==> config.mk <==
export PLATFORM = sky130hd
export DESIGN_NAME = mult_sched_rr
export DESIGN_NICKNAME = d
export VERILOG_FILES = /design/src/rtl/mult_sched_pkg.sv /design/src/rtl/rr_arbiter.sv /design/src/rtl/mult_sched_rr.sv
export SDC_FILE = /design/constraint.sdc
export NUM_CORES = 1
export LEC_CHECK = 0
export ABC_AREA = 1
export CAP_MARGIN = 20
export CORE_ASPECT_RATIO = 1.4
export CORE_MARGIN = 4
export CORE_UTILIZATION = 30
export CTS_CLUSTER_DIAMETER = 80
export CTS_CLUSTER_SIZE = 12
export DETAILED_ROUTE_END_ITERATION = 16
export PLACE_DENSITY = 0.6
export SYNTH_ARGS = -nofsm -noshare
export SYNTH_HDL_FRONTEND = slang
export SYNTH_SLANG_ARGS = --single-unit
==> constraint.sdc <==
create_clock -name clk -period 3.7 [get_ports clk]
set_input_delay 0.37 -clock clk [delete_from_list [all_inputs] [get_ports clk]]
set_output_delay 0.37 -clock clk [all_outputs]
set_load 0.01 [all_outputs]
==> src/rtl/mult_sched_pkg.sv <==
// Shared types and defaults for the round-robin multiplier scheduler.
// The optional WAIT watchdog is enabled by defining MULT_SCHED_TIMEOUT_EN.
package mult_sched_pkg;

    localparam int NREQ_DEF   = 4;
    localparam int W_DEF      = 10;
    localparam int TO_CYC_DEF = 64;
    localparam int PW_DEF     = 2 * W_DEF;

    typedef enum logic [1:0] {
        IDLE  = 2'd0,
        ISSUE = 2'd1,
        WAIT  = 2'd2,
        RESP  = 2'd3
    } schedState_t;

    // Increment modulo n, used to advance the round-robin pointer past the winner.
    function automatic int wrapInc(input int v, input int n);
        return (v + 1 >= n) ? 0 : v + 1;
    endfunction

endpackage

==> src/rtl/rr_arbiter.sv <==
// Combinational round-robin pick: first asserted request at or after ptr, wrapping.
// Produces a one-hot grant plus its encoded index; the pointer register lives in the caller.
module rr_arbiter #(
    parameter int NREQ = 4
) (
    input  logic [NREQ-1:0]         req,
    input  logic [$clog2(NREQ)-1:0] ptr,
    output logic [NREQ-1:0]         grant,
    output logic [$clog2(NREQ)-1:0] grantIdx,
    output logic                    grantAny
);

    localparam int IW = $clog2(NREQ);

    // candIdx[k] is the requester examined k-th, i.e. (ptr + k) mod NREQ.
    logic [IW-1:0] candIdx [NREQ];

    for (genvar gi = 0; gi < NREQ; gi++) begin : g_cand
        logic [IW:0] sumW;
        assign sumW        = {1'b0, ptr} + (IW+1)'(gi);
        assign candIdx[gi] = (sumW >= (IW+1)'(NREQ)) ? IW'(sumW - (IW+1)'(NREQ)) : IW'(sumW);
    end

    always_comb begin
        grant    = '0;
        grantIdx = '0;
        grantAny = 1'b0;
        // Scan from the far end so the candidate nearest the pointer is written last.
        for (int k = NREQ - 1; k >= 0; k--) begin
            if (req[candIdx[k]]) begin
                grantIdx = candIdx[k];
                grantAny = 1'b1;
            end
        end
        if (grantAny) begin
            grant[grantIdx] = 1'b1;
        end
    end

endmodule

==> src/rtl/mult_sched_rr.sv <==
// Round-robin scheduler sharing one sequential multiplier among NREQ requesters, one job in flight.
// Define MULT_SCHED_TIMEOUT_EN to abort a WAIT lasting TO_CYC cycles with rsp_err=1.
module mult_sched_rr
    import mult_sched_pkg::*;
#(
    parameter int NREQ   = NREQ_DEF,
    parameter int W      = W_DEF,
    parameter int TO_CYC = TO_CYC_DEF
) (
    input  logic                    clk,
    input  logic                    rst_n,
    input  logic [NREQ-1:0]         req_valid,
    output logic [NREQ-1:0]         req_ready,
    input  logic [NREQ*W-1:0]       req_mplier,
    input  logic [NREQ*W-1:0]       req_mcand,
    output logic                    rsp_valid,
    input  logic                    rsp_ready,
    output logic [$clog2(NREQ)-1:0] rsp_id,
    output logic [2*W-1:0]          rsp_prod,
    output logic                    rsp_err,
    output logic                    m_st,
    output logic [W-1:0]            m_mplier,
    output logic [W-1:0]            m_mcand,
    input  logic [2*W-1:0]          m_prod,
    input  logic                    m_done
);

    localparam int IW = $clog2(NREQ);
    localparam int PW = 2 * W;

    if (NREQ < 2 || NREQ > 8) begin : g_badNreq
        $error("mult_sched_rr: NREQ must be within 2..8");
    end
    if (TO_CYC < 1) begin : g_badTimeout
        $error("mult_sched_rr: TO_CYC must be at least 1");
    end

    schedState_t   stateReg;
    schedState_t   stateNext;
    logic [IW-1:0] ptrReg;
    logic [IW-1:0] idReg;
    logic [W-1:0]  mplierReg;
    logic [W-1:0]  mcandReg;
    logic [PW-1:0] prodReg;

    logic [NREQ-1:0] grant;
    logic [IW-1:0]   grantIdx;
    logic            grantAny;
    logic            doneAccept;
    logic            timeoutHit;

    rr_arbiter #(.NREQ(NREQ)) uArb (
        .req      (req_valid),
        .ptr      (ptrReg),
        .grant    (grant),
        .grantIdx (grantIdx),
        .grantAny (grantAny)
    );

    assign doneAccept = (stateReg == WAIT) && m_done;

`ifdef MULT_SCHED_TIMEOUT_EN
    localparam int CW = $clog2(TO_CYC + 1);

    logic [CW-1:0] waitCntReg;
    logic          errReg;

    // A done arriving on the expiry cycle takes precedence over the abort.
    assign timeoutHit = (stateReg == WAIT) && !m_done && (waitCntReg == CW'(TO_CYC - 1));

    always_ff @(posedge clk) begin
        if (!rst_n) begin
            waitCntReg <= '0;
            errReg     <= 1'b0;
        end else begin
            if (stateReg == ISSUE) begin
                waitCntReg <= '0;
            end else if (stateReg == WAIT) begin
                waitCntReg <= waitCntReg + 1'b1;
            end
            if (doneAccept) begin
                errReg <= 1'b0;
            end else if (timeoutHit) begin
                errReg <= 1'b1;
            end
        end
    end

    assign rsp_err = errReg;
`else
    assign timeoutHit = 1'b0;
    assign rsp_err    = 1'b0;
`endif

    always_comb begin
        stateNext = stateReg;
        unique case (stateReg)
            IDLE:    if (grantAny) stateNext = ISSUE;
            ISSUE:   stateNext = WAIT;
            WAIT:    if (doneAccept || timeoutHit) stateNext = RESP;
            RESP:    if (rsp_ready) stateNext = IDLE;
            default: stateNext = IDLE;
        endcase
    end

    always_ff @(posedge clk) begin
        if (!rst_n) begin
            stateReg  <= IDLE;
            ptrReg    <= '0;
            idReg     <= '0;
            mplierReg <= '0;
            mcandReg  <= '0;
            prodReg   <= '0;
        end else begin
            stateReg <= stateNext;
            if (stateReg == IDLE && grantAny) begin
                ptrReg    <= IW'(wrapInc(int'(grantIdx), NREQ));
                idReg     <= grantIdx;
                mplierReg <= req_mplier[grantIdx*W +: W];
                mcandReg  <= req_mcand[grantIdx*W +: W];
            end
            if (doneAccept) begin
                prodReg <= m_prod;
            end else if (timeoutHit) begin
                prodReg <= '0;
            end
        end
    end

    // Grant is combinational so the requester sees ready in the same cycle it is chosen.
    assign req_ready = (stateReg == IDLE && rst_n) ? grant : '0;
    assign m_st      = (stateReg == ISSUE);
    assign m_mplier  = mplierReg;
    assign m_mcand   = mcandReg;
    assign rsp_valid = (stateReg == RESP);
    assign rsp_id    = idReg;
    assign rsp_prod  = prodReg;

endmodule

==> impl_results.md <==
- Max transition margin: 0.471
- Worst hold endpoint: rsp_prod[17]
- Layout cell share with drive strength beyond 1: 0.0422
- # hold bufs at CTS: 0
- CTS max path bufs: 2
- Netlist cell types: 26
- Routability Congestion: a little under 0.9
- Sw Ratio: 0.469
- Critical path class: register to primary output
- Gate power share: 0.650
- Clk pin slew, worst setup/hold paths: 0.06 ns
- Clock Sinks: 46
- Setup TNS: 0 ns
- Worst Setup Start Kind: register
- Syn_nets: 639
- Leading area contributor after synthesis: dfxtp_1
- Ant. Diodes: 0
- Worst setup EP type: primary output
- CP Max Fanout: 19
- Vias in the first global route: between 3000 and 4000
- Number of gates resized after CTS: 0
- Gate Count Post-Synth: 524
- # rows: 43
- Fin Hold WS: 0.483 ns
- Multi-input gate area: 1530 um2
- Final setup viols: 0
- Die ar.: approximately 12000 um2
- Flop pwr share: 0.219
- First-pass GRT wire length: around 16000 um
- Commonest non-fill, non-tap cell in the layout: clkdlybuf4s50_1
- Int Power: 1810 uW
- Post-Route WL: around 9800 um
- WL/cell: 12.2 um
- Fill cells: slightly above 1000
- Core box area: 9950 um2
- Pwr per Cell Area: 711 nW/um2
- Final hold vios: 0
- Final ANT Viol Nets: 0
- R2R Setup Slk: around 1.3 ns
- Io pins: between 150 and 200
- Register area: 921 um2
- Initial Util: 0.308
- Register area share after synthesis: 0.301
- Most frequent cells in the layout: 155 x clkdlybuf4s50_1, 112 x inv_1, 104 x nand3_1, 91 x nand2_1, 83 x nor2_1
- Hpwl dp: approximately 7600 um
- RSZ-0062 raised after global routing: no
- Total grt overflow: 0
- Worst vdd ir: 0.292 mV
- Max-Cap Viols: 0
- Total CTS buffers: 5
- Area grow syn2layout: 56.9%
- Tcrit/Tclk final: 0.826
- Static leakage: 0.00240 uW
- Clock skew: 0.00659 ns
- Status: finished clean
- Capture point of the worst reg-to-reg path: m_mcand[3]
- Syn_area_per_cell: 5.85 um2
- Synth top area cells: dfxtp_1 30%, nand3_1 17%, inv_1 14%
- Most frequent CP cell: nand2_1
- CP max stage delay: between 0.6 and 0.7 ns
- Horiz. Die Dim: 93.4 um
- Sw power: 1600 uW
- Initial antenna violation count: 0
- Hold_sp: rsp_prod[17]
- Worst Hold Class: register to register
- Post-CTS setup buffers: 0
- Clk network pwr share: 0.131
- Initial drt markers: 109
- Worst-path cell chain: inv_1 -> nand2_1 -> nand3_1 -> nand2_1 -> nand3_2 -> nand2_1 -> nand2_2 -> nand2_4 -> ha_1 -> nand2_1 -> nor2_1 -> clkdlybuf4s50_1
- Cell area after synthesis: around 3100 um2
- Slew @ Worst Pin: roughly 0.79 ns
- Worst-Skew Late Latency: approximately 0.29 ns
- R2r startpoint: ptrReg[0]
- Nets: 778
- Via/cell ratio: roughly 4.4
- Die Span Y: about 130 um
- Synth warnings: 0
- Post-synth top area share: 0.301
- FF+latch count, synth: 46
- CP max stage cell: dfxtp_1
- CTS tree: yes
- Largest net degree at the start of global routing: 44
- GRT Overall Usage: 0.161
- R2R depth: 14
- CTS Root Cell: clkbuf_16
- Max H-tree Level: 2
- Max Transition Viols Final: 0
- I/O Buffers: 155
- Vias after detailed routing: around 3600
- Tmin final: 3.06 ns
- Hold Path Stages: 2
- First-pass DRT Iterations: 4
- Worst path required time: 3.33 ns
- Fmax achieved: 327 MHz
- Drt drc: 0
- Critical Path AT: 2.69 ns
cell usage after synthesis (all sizes together):
cell type  number
inv           116
nand3         106
nand2          94
nor2           84
dfxtp          46
o21ai          28
buf            22
clkbuf          9
ha              7
a21oi           4
nor3            3
a211oi          1
a31o            1
conb            1
o22ai           1
xnor2           1
per-layer routing:
| layer | track usage | share of wire | vias to the layer above |
|---|---|---|---|
| li1 | - | - | 1856 |
| met1 | 0.179 | 0.38 | 1554 |
| met2 | 0.289 | 0.51 | 127 |
| met3 | 0.0471 | 0.094 | 13 |
| met4 | 0.0509 | 0.019 | 0 |
| met5 | 0 | 0 | - |
worst max-delay path, delay by kind of cell (launching register included):
kind | cells | cell delay [ns]
AND/OR/NAND/NOR | 9 | 0.87
flip-flops | 1 | 0.65
adder cells (fa/ha/maj) | 1 | 0.18
buffers and inverters | 2 | 0.71
area by class of cell:
type | count | area share
clock buffer | 5 | 0.0260
multi-input combinational | 331 | 0.317
tap | 135 | 0.0351
clock inverter | 3 | 0.00442
sequential | 46 | 0.192
inverter | 116 | 0.0906
timing repair buffer | 163 | 0.335
logic make-up after synthesis:
group,Yosys count,share of synthesized area
other,1,0.00122
adder cells (fa/ha/maj),7,0.0286
flip-flops,46,0.301
AO/OA/AOI/OAI,35,0.0608
AND/OR/NAND/NOR,287,0.404
XOR/XNOR,1,0.00286
buffers and inverters,147,0.202
worst max-delay path by stage:
stage / startpoint / to / slack [ns]
2_1_floorplan: ptrReg[0] / req_ready[2] / 1.70
3_3_place_gp: req_valid[0] / req_ready[3] / 0.78
3_5_place_dp: req_valid[0] / req_ready[2] / 0.73
4_1_cts: ptrReg[0] / req_ready[3] / 0.61
5_1_grt: ptrReg[0] / req_ready[3] / 0.35
6_report: ptrReg[0] / req_ready[3] / 0.64
power by group through the flow:
stage / Clock [uW] / Combinational (uW) / Sequential, uW
after floorplan: 0 / 1520 / 801
after global placement: 0 / 2220 / 753
after detailed placement: 0 / 2250 / 759
after CTS: 468 / 2260 / 750
after global routing: 491 / 2520 / 770
final: 447 / 2220 / 748
sequential cells by signal, indices dropped and copies added, names as in the netlist:
register,flops
rsp_id,2
ptrReg,2
m_mcand,10
m_mplier,10
stateReg,2
rsp_prod,20
stage by stage:
| stage | area [um2] | worst slack [ns] | total power [uW] | util | std cells |
|---|---|---|---|---|---|
| after detailed placement | 4660 | 0.729 | 3010 | 0.468 | 791 |
| after CTS | 4810 | 0.609 | 3480 | 0.483 | 799 |
| after global placement | 4660 | 0.782 | 2980 | 0.468 | 791 |
| after global routing | 4810 | 0.345 | 3780 | 0.483 | 799 |
| after floorplan | 3060 | 1.70 | 2320 | - | 524 |
| final | 4810 | 0.644 | 3420 | 0.483 | 799 |
Power figures use the tool's default switching activity.
